[src/rtl/dpr_fifo_ctrl.sv]
// ---------------------------------------------------------------------------
// dpr_fifo_ctrl
//   Drives one external synchronous dual-port RAM as a FIFO. Push/pop requests
//   are turned into combinational RAM strobes and addresses. The RAM's
//   registered dout (1-cycle read latency) is captured into pop_data, and
//   pop_valid is pulsed for one cycle when that capture happens.
//
// Optional feature macro: DPR_FIFO_ERR_EN
//   Defined     : sticky overflow/underflow flags, cleared by rst or flush.
//   Not defined : overflow/underflow are tied low.
//
// Ports
//   clk, rst              clock; asynchronous active-high reset
//   push, push_data       write request and data; push_ready = ~full
//   pop                   read request; pop_ready = ~empty
//   pop_valid, pop_data   one-cycle pulse with the registered read data
//   flush                 synchronous clear; has priority over push and pop
//   count, full, empty    occupancy, 0..MEM_DEPTH
//   overflow, underflow   sticky error flags (optional)
//   ram_*                 RAM interface (blk_sel, wr_en, rd_en, addrs, din, dout)
// ---------------------------------------------------------------------------
module dpr_fifo_ctrl #(
    parameter int MEM_WIDTH = 16,
    parameter int MEM_DEPTH = 1024,
    parameter int ADDR_SIZE = 10
) (
    input  logic                 clk,
    input  logic                 rst,
    input  logic                 push,
    input  logic [MEM_WIDTH-1:0] push_data,
    output logic                 push_ready,
    input  logic                 pop,
    output logic                 pop_ready,
    output logic                 pop_valid,
    output logic [MEM_WIDTH-1:0] pop_data,
    input  logic                 flush,
    output logic [ADDR_SIZE:0]   count,
    output logic                 full,
    output logic                 empty,
    output logic                 overflow,
    output logic                 underflow,
    output logic                 ram_blk_sel,
    output logic                 ram_wr_en,
    output logic                 ram_rd_en,
    output logic [ADDR_SIZE-1:0] ram_addr_wr,
    output logic [ADDR_SIZE-1:0] ram_addr_rd,
    output logic [MEM_WIDTH-1:0] ram_din,
    input  logic [MEM_WIDTH-1:0] ram_dout
);

    localparam logic [ADDR_SIZE:0] DEPTH_C = (ADDR_SIZE+1)'(MEM_DEPTH);

    logic [ADDR_SIZE-1:0] wr_ptr;
    logic [ADDR_SIZE-1:0] rd_ptr;
    logic                 rd_pend;
    logic                 push_acc;
    logic                 pop_acc;

    assign full       = (count == DEPTH_C);
    assign empty      = (count == '0);
    assign push_ready = ~full;
    assign pop_ready  = ~empty;

    // Acceptance only looks at the current flags, so a push while full is
    // refused even if a pop frees a slot on the same edge (and vice versa).
    assign push_acc = push & ~full  & ~flush;
    assign pop_acc  = pop  & ~empty & ~flush;

    assign ram_wr_en   = push_acc;
    assign ram_rd_en   = pop_acc;
    assign ram_blk_sel = push_acc | pop_acc;
    assign ram_addr_wr = wr_ptr;
    assign ram_addr_rd = rd_ptr;
    assign ram_din     = push_data;

    always_ff @(posedge clk or posedge rst) begin
        if (rst) begin
            wr_ptr    <= '0;
            rd_ptr    <= '0;
            count     <= '0;
            rd_pend   <= 1'b0;
            pop_valid <= 1'b0;
            pop_data  <= '0;
        end else if (flush) begin
            // Dropping rd_pend here discards the read the RAM is returning.
            wr_ptr    <= '0;
            rd_ptr    <= '0;
            count     <= '0;
            rd_pend   <= 1'b0;
            pop_valid <= 1'b0;
        end else begin
            if (push_acc) wr_ptr <= wr_ptr + 1'b1;
            if (pop_acc)  rd_ptr <= rd_ptr + 1'b1;
            case ({push_acc, pop_acc})
                2'b10:   count <= count + 1'b1;
                2'b01:   count <= count - 1'b1;
                default: count <= count;
            endcase
            // rd_pend marks the cycle in which the RAM presents read data.
            rd_pend   <= pop_acc;
            pop_valid <= rd_pend;
            if (rd_pend) pop_data <= ram_dout;
        end
    end

`ifdef DPR_FIFO_ERR_EN
    logic ovf_q;
    logic unf_q;

    always_ff @(posedge clk or posedge rst) begin
        if (rst) begin
            ovf_q <= 1'b0;
            unf_q <= 1'b0;
        end else if (flush) begin
            ovf_q <= 1'b0;
            unf_q <= 1'b0;
        end else begin
            if (push & full)  ovf_q <= 1'b1;
            if (pop  & empty) unf_q <= 1'b1;
        end
    end

    assign overflow  = ovf_q;
    assign underflow = unf_q;
`else
    assign overflow  = 1'b0;
    assign underflow = 1'b0;
`endif

endmodule
[config.mk]
export PLATFORM = sky130hd
export DESIGN_NAME = dpr_fifo_ctrl
export DESIGN_NICKNAME = d
export VERILOG_FILES = /design/src/rtl/dpr_fifo_ctrl.sv
export SDC_FILE = /design/constraint.sdc
export NUM_CORES = 1
export LEC_CHECK = 0
export ABC_AREA = 1
export CORE_UTILIZATION = 48
export DETAILED_ROUTE_END_ITERATION = 7
export PLACE_DENSITY = 0.91
export SLEW_MARGIN = 20
export SYNTH_ARGS = -nofsm -noshare
export SYNTH_HDL_FRONTEND = slang
export SYNTH_SLANG_ARGS = --single-unit
export TNS_END_PERCENT = 100
[constraint.sdc]
create_clock -name clk -period 6.71 [get_ports clk]
set_input_delay 0.671 -clock clk [delete_from_list [all_inputs] [get_ports clk]]
set_output_delay 0.671 -clock clk [all_outputs]
set_load 0.02 [all_outputs]
==> metrics.md, run 1 <==
| Metric | Value |
|---|---|
| Area grow syn2layout | `27.1%` |
| Post-Syn Area | `between 2000 and 3000 um2` |
| Clock tree buffer depth | `2` |
| Pwr dens | `390 nW/um2` |
| Run status | `finished, final reports clean` |
| CTS tree | `done` |
| Post-synthesis xor/xnor area fraction | `3.25%` |
| Vias in the first global route | `2522` |
| Post-DRT Antenna Nets | `0` |
| Initial Util | `49.8%` |
| Dpl hpwl | `5330 um` |
| Clock-pin slew on the worst setup and hold paths | `about 0.090 ns` |
| Worst path top cell family by delay | `buffers and inverters` |
| RR Endpoint | `count[5]` |
| CTS Hold Buffers Added | `0` |
| Hold path startpoint | `pop_data[9]` |
| Post-CTS Setup Bufs | `0` |
| Length of the first detailed-routing pass in iterations | `5` |
| Post-synth EDFFs | `0` |
| Gate Count Post-Synth | `371` |
| Hold EP | `pop_data[9]` |
| Horiz. Die Dim | `80.6 um` |
| Final hold vios | `0` |
| Total Routed Length | `7040 um` |
| CTS Root Cell | `clkbuf_8` |
| Nets | `480` |
| Rel. slew slack | `43.9%` |
| CP Max Fanout | `19` |
| MaxCap Viol Count | `0` |
| Sinks on Clock Net | `49` |
| Pre-CTS WS | `3.30 ns` |
| Top cell type's share of synthesized area | `about two fifths` |
| Num ports | `110` |
| Compound-Gate Fraction of Synth Area | `9.62%` |
| Site row count | `28` |
| Initial antenna violation count | `0` |
| Fmax | `0.302 GHz` |
| Hold_ws | `0.485 ns` |
| Initial drt markers | `173` |
| Final setup TNS | `0 ns` |
| Vias per cell | `5.21` |
| Hold path cells | `2` |
| Min Tclk post-route | `3.31 ns` |
| # diodes | `0` |
| Final Worst Setup Slack | `around 3.4 ns` |
| Crit path max-delay cell type | `clkdlybuf4s50_1` |
| Final core occ | `between 60% and 70%` |
| DR vias | `2641` |
| Fin crit share | `49.4%` |
| Tightest Hold Check Type | `flip-flop to flip-flop` |
| Synth Area in Adders | `5.32%` |
| Seq cells post-synth | `49` |
| # port buffers | `75` |
| Setup slack, reg-to-reg | `approximately 3.8 ns` |
| Synthesis Warnings | `0` |
| Avg Inst Size Synth | `7.99 um2` |
| Number of CTS-inserted buffers | `5` |
| Htree depth | `2` |
| Global-route wire length before repair | `roughly 12000 um` |
| Unrepaired setup endpoints after global routing | `false` |
| Critical-path cell list | `clkdlybuf4s50_1 > inv_2 > nand3_1 > o21ai_0 > clkdlybuf4s50_1` |
| Most common cell in the netlist | `nand2_1` |
| Worst VDD drop | `0.297 mV` |
| Chip height | `80.6 um` |
| Largest family of logic cells by synthesized area | `simple AND/OR/NAND/NOR gates` |
| Wire per inst | `13.9 um` |
| Max-slew violation count | `0` |
| Post-synthesis mux area share | `0%` |
| Commonest cells post-synth | `nand2_1, dfrtp_1, inv_1, nor2_1, o21ai_0` |
| Req. time, crit path | `6.04 ns` |
| Critical Path End Type | `output pin` |
| GRT Total Usage | `23.1%` |
| Startpoint Class | `primary input` |
| Endpoints failing setup | `0` |
| Total grt overflow | `0` |
| Largest net degree at the start of global routing | `50` |
| R2R depth | `13` |
| Register area share after synthesis | `41.4%` |
| Synth area leaders | `dfrtp_1, nand2_1, inv_1` |
| Worst Skew | `0.00553 ns` |
| Area leader, netlist | `dfrtp_1` |
| Crit-path max cell delay | `0.65 ns` |
| Post-synth top flop | `dfrtp_1` |
| Synth cell types | `34` |
| Cell mode on critical path | `clkdlybuf4s50_1` |
| Share of cells above drive strength 1 | `about 8.6%` |
| Worst Path Buf+Inv | `3` |
| # DRC | `0` |
| Later-pin clock latency in the skew report | `0.30 ns` |
| P_leak | `1.76 nW` |
| Reg-to-reg critical path startpoint | `count[0]` |
| Worst-Margin Slew | `0.840 ns` |
| Arrival @ worst endpoint | `2.64 ns` |
| CP Class | `primary input to output pin` |
| Core Region | `5960 um2` |
| Fraction of registers with async set/reset | `100%` |
| Simple-Gate Fraction of Synth Area | `between 20% and 30%` |
| GPL Wtd Cong | `0.930` |
| Die area | `~6500 um2` |
| Post_cts resized | `0` |
[worst reg2reg max path, cell delays in order (launching register included)]
cell,delay (ns)
dfrtp_1,0.47
nor2_2,0.15
nand2_2,0.07
nor2_4,0.17
nand2_4,0.11
nand2_8,0.10
nand3_4,0.11
inv_1,0.27
ha_1,0.35
a21oi_1,0.21
o21ai_0,0.23
a21oi_1,0.23
xor2_1,0.21
o21ai_2,0.08
[kinds of logic after synthesis]
group | count (synthesis)
AOI/OAI and AO/OA | 47
other | 1
xor gates and xnor gates | 11
buffers and inverters | 69
and+or+nand+nor | 182
DFF | 49
adders and majority gates | 12
[power breakdown]
| part | leakage [nW] | internal, W | switching, W | total (W) |
|---|---|---|---|---|
| Clock | 0.0574 | 0.000121 | 0.0000966 | 0.000218 |
| Sequential | 0.652 | 0.000379 | 0.0000840 | 0.000463 |
| Combinational | 1.05 | 0.000332 | 0.000457 | 0.000789 |
| Total | 1.76 | 0.000832 | 0.000637 | 0.00147 |
[final cells by class]
cell class | instances | area (um2)
fill | 503 | 2190
multi-input combinational | 254 | 1400
sequential | 49 | 1230
timing repair buffer | 75 | 751
inverter | 46 | 174
tap | 75 | 93.8
clock buffer | 6 | 82.6
clock inverter | 2 | 37.5
[metal layers]
layer	global-route usage, %	vias up	part of all wire [%]
li1	-	1293	-
met5	0	-	0
met3	4.55	9	7.5
met4	6.25	0	0.94
met1	27.7	1231	42
met2	41.8	108	50
[stage by stage]
| stage | power, W | instance area [um2] | cells |
|---|---|---|---|
| after floorplan | 0.000962 | 2970 | 372 |
| after global placement | 0.00124 | 3640 | 499 |
| after detailed placement | 0.00126 | 3640 | 499 |
| after CTS | 0.00148 | 3760 | 507 |
| after global routing | 0.00158 | 3770 | 507 |
| final | 0.00147 | 3770 | 507 |
[sequential cells by signal, indices dropped and copies added (netlist names)]
name	count
pop_data	16
count	11
ram_addr_rd	10
ram_addr_wr	10
pop_valid	1
rd_pend	1
[cells in the final DEF, fill, tap and decap left out, drive strengths merged]
cell           netlist  final
ha                  11     11
nand3               17     17
xor2                 9      9
o21bai               1      1
bufinv               0      1
o21ai               30     30
nor2                26     26
nor4                 4      4
clkinvlp             0      1
clkinv               1      2
dfrtp               49     49
fa                   1      1
clkdlybuf4s50        0     75
conb                 1      2
o22ai                1      1
xnor2                2      2
inv                 45     44
nand2              114    114
a31oi                2      2
nand4                8      8
clkbuf               2      6
nor3                13     13
a21oi               13     13
[worst max-delay path by stage]
stage | from | to | cells past startpoint
floorplan | count[0] | count[5] | 13
global placement | flush | count[7] | 11
detailed placement | flush | count[5] | 10
CTS | flush | ram_blk_sel | 5
global route | flush | ram_blk_sel | 5
finish | flush | ram_blk_sel | 5
Note: power is estimated with default switching activity, not from simulation.
==> inputs of run 2 (changes only) <==
--- a/config.mk
+++ b/config.mk
@@ -6,9 +6,9 @@
 export NUM_CORES = 1
 export LEC_CHECK = 0
 export ABC_AREA = 1
-export CORE_UTILIZATION = 48
+export CORE_UTILIZATION = 41
 export DETAILED_ROUTE_END_ITERATION = 7
-export PLACE_DENSITY = 0.91
+export PLACE_DENSITY = 0.83
 export SLEW_MARGIN = 20
 export SYNTH_ARGS = -nofsm -noshare
 export SYNTH_HDL_FRONTEND = slang
==> constraint.sdc (replaced) <==
create_clock -name clk -period 3 [get_ports clk]
set_input_delay 0.3 -clock clk [delete_from_list [all_inputs] [get_ports clk]]
set_output_delay 0.3 -clock clk [all_outputs]
set_load 0.02 [all_outputs]
==> metrics.md, run 2 (same netlist as run 1, synthesis figures left out) <==
| Metric | Value |
|---|---|
| Crit path max-delay cell type | `dfrtp_1` |
| Clock tree buffer depth | `2 (unchanged)` |
| MaxCap Viol Count | `0 (unchanged)` |
| Area grow syn2layout | `29.0%` |
| Length of the first detailed-routing pass in iterations | `4 (-1)` |
| DR vias | `2679 (+1.4%)` |
| Min Tclk post-route | `2.73 ns` |
| Fmax | `between 0.3 and 0.4 GHz` |
| Global-route wire length before repair | `11500 um (-0.95%)` |
| Nets | `484 (+0.83%)` |
| CP Class | `flip-flop to flip-flop` |
| Pre-CTS WS | `0.176 ns (-3.12 ns)` |
| Tightest Hold Check Type | `primary input to asynchronous set/reset pin` |
| GPL Wtd Cong | `0.882 (-5.2%)` |
| Sinks on Clock Net | `49 (unchanged)` |
| Top Registers | `pop_data (16), count (11)` |
| Vias per cell | `5.04 (-3.3%)` |
| Rel. slew slack | `43.9% (-0.064 points)` |
| Share of cells above drive strength 1 | `9.40% (+0.84 points)` |
| Largest Register | `pop_data` |
| Number of CTS-inserted buffers | `5 (unchanged)` |
| Core Region | `6910 um2 (+16%)` |
| Clock-pin slew on the worst setup and hold paths | `0.09 ns (about the same)` |
| Total Routed Length | `6960 um (-1.2%)` |
| Hold_ws | `0.470 ns (-0.0149 ns)` |
| Max reg flops | `16 (unchanged)` |
| P_leak | `1.78 nW (+1.1%)` |
| Initial antenna violation count | `0 (unchanged)` |
| Unrepaired setup endpoints after global routing | `false` |
| CTS Hold Buffers Added | `0 (unchanged)` |
| Commonest cells after routing, fill and taps aside | `nand2_1, clkdlybuf4s50_1, dfrtp_1, inv_1, nor2_1` |
| # port buffers | `75 (unchanged)` |
| Post_cts resized | `0 (unchanged)` |
| # DRC | `0 (unchanged)` |
| Site row count | `30 (+7.1%)` |
| GRT Total Usage | `19.2% (-3.9 points)` |
| Critical Path End Type | `flip-flop` |
| Fin crit share | `slightly above 90%` |
| CTS tree | `done` |
| # diodes | `0 (unchanged)` |
| Pwr dens | `868 nW/um2 (+120%)` |
| Max-slew violation count | `0 (unchanged)` |
| Horiz. Die Dim | `87.0 um (+8.0%)` |
| Final setup TNS | `0 ns (unchanged)` |
| Later-pin clock latency in the skew report | `0.30 ns (about the same)` |
| Worst VDD drop | `0.410 mV (+38%)` |
| Vias in the first global route | `2584 (+2.5%)` |
| Largest net degree at the start of global routing | `50 (unchanged)` |
| Post-CTS Setup Bufs | `0 (unchanged)` |
| R2R depth | `12 (-1)` |
| Arrival @ worst endpoint | `2.93 ns (+0.29 ns)` |
| Worst-Margin Slew | `0.841 ns (+0.000954 ns)` |
| Final Worst Setup Slack | `0.269 ns (-3.13 ns)` |
| CTS Root Cell | `clkbuf_8` |
| Initial drt markers | `147 (-15%)` |
| Final hold vios | `0 (unchanged)` |
| Chip height | `87.0 um (+8.0%)` |
| Run status | `finished, final reports clean` |
| Htree depth | `2 (unchanged)` |
| Total grt overflow | `0 (unchanged)` |
| Endpoints failing setup | `0 (unchanged)` |
| Fill count | `640 (+27%)` |
| Initial Util | `42.9% (-6.9 points)` |
| Die area | `7570 um2 (+17%)` |
| CP Max Fanout | `9 (-10)` |
| Startpoint Class | `flip-flop` |
| Commonest non-fill, non-tap cell in the layout | `nand2_1` |
| Wire per inst | `13.1 um (-5.8%)` |
| Post-DRT Antenna Nets | `0 (unchanged)` |
| Dpl hpwl | `5310 um (-0.47%)` |
| Worst Skew | `0.00829 ns (+0.00276 ns)` |
| Critical-path cell list | `inv_1 > nor3_4 > nand2_4 > nand2_8 > nand3_4 > inv_1 > ha_1 > a21oi_1 > o21ai_0 > a21oi_1 > xor2_1 > o21ai_2` |
| Num ports | `110 (unchanged)` |
| Crit-path max cell delay | `0.53 ns (-0.12 ns)` |
| Req. time, crit path | `3.20 ns (-2.84 ns)` |
## run 2: changes by cell type in the layout (fill, tap and decap cells not counted)
cell / delta
buf_4: +4
## run 2: final timing paths
kind,endpoint,slack (ns),from
max in group asynchronous,ram_addr_rd[6],2.04,rst
worst max-delay path,count[6],0.27,count[10]
worst max register to register,count[6],0.27,count[10]
worst min-delay path,pop_data[14],0.47,rst
min in group clk,pop_data[8],0.48,pop_data[8]
worst min register to register,pop_data[8],0.48,pop_data[8]
## run 2: critical path: cells and delay by family, from the launching register on
family	cells	cell delay, ns
AOI/OAI and AO/OA	4	0.68
adders and majority gates	1	0.36
DFF	1	0.53
xor gates and xnor gates	1	0.19
buffers and inverters	2	0.41
and+or+nand+nor	4	0.47
## run 2: power by group
part / leakage (nW) / internal, W / switching [W]
logic: 1.07 / 0.000759 / 0.00104
clock network: 0.0574 / 0.000271 / 0.000225
registers: 0.652 / 0.000846 / 0.000179
total: 1.78 / 0.00188 / 0.00144
## run 2: routing by layer
metal,vias to the layer above,global-route usage [%],share of wire [%]
met5,-,0,0
met4,0,7.88,2.0
met3,17,4.27,6.1
met2,93,33.0,47
met1,1272,23.3,45
li1,1297,-,-
## run 2: layout make-up
type                       count  area [um2]  share of cell area (%)
clock buffer                   6        82.6                    2.16
clock inverter                 2        37.5                   0.982
inverter                      46         174                    4.55
multi-input combinational    254        1400                    36.7
sequential                    49        1230                    32.1
tap                           96         120                    3.14
timing repair buffer          79         781                    20.4
## run 2: per-stage QoR
stage	cell area, um2	util [%]	std cells	total power (W)
CTS	3820	55.3	532	0.00334
detailed placement	3700	53.6	524	0.00284
global placement	3700	53.6	524	0.00280
floorplan	2970	-	372	0.00215
global route	3820	55.3	532	0.00353
finish	3820	55.3	532	0.00332
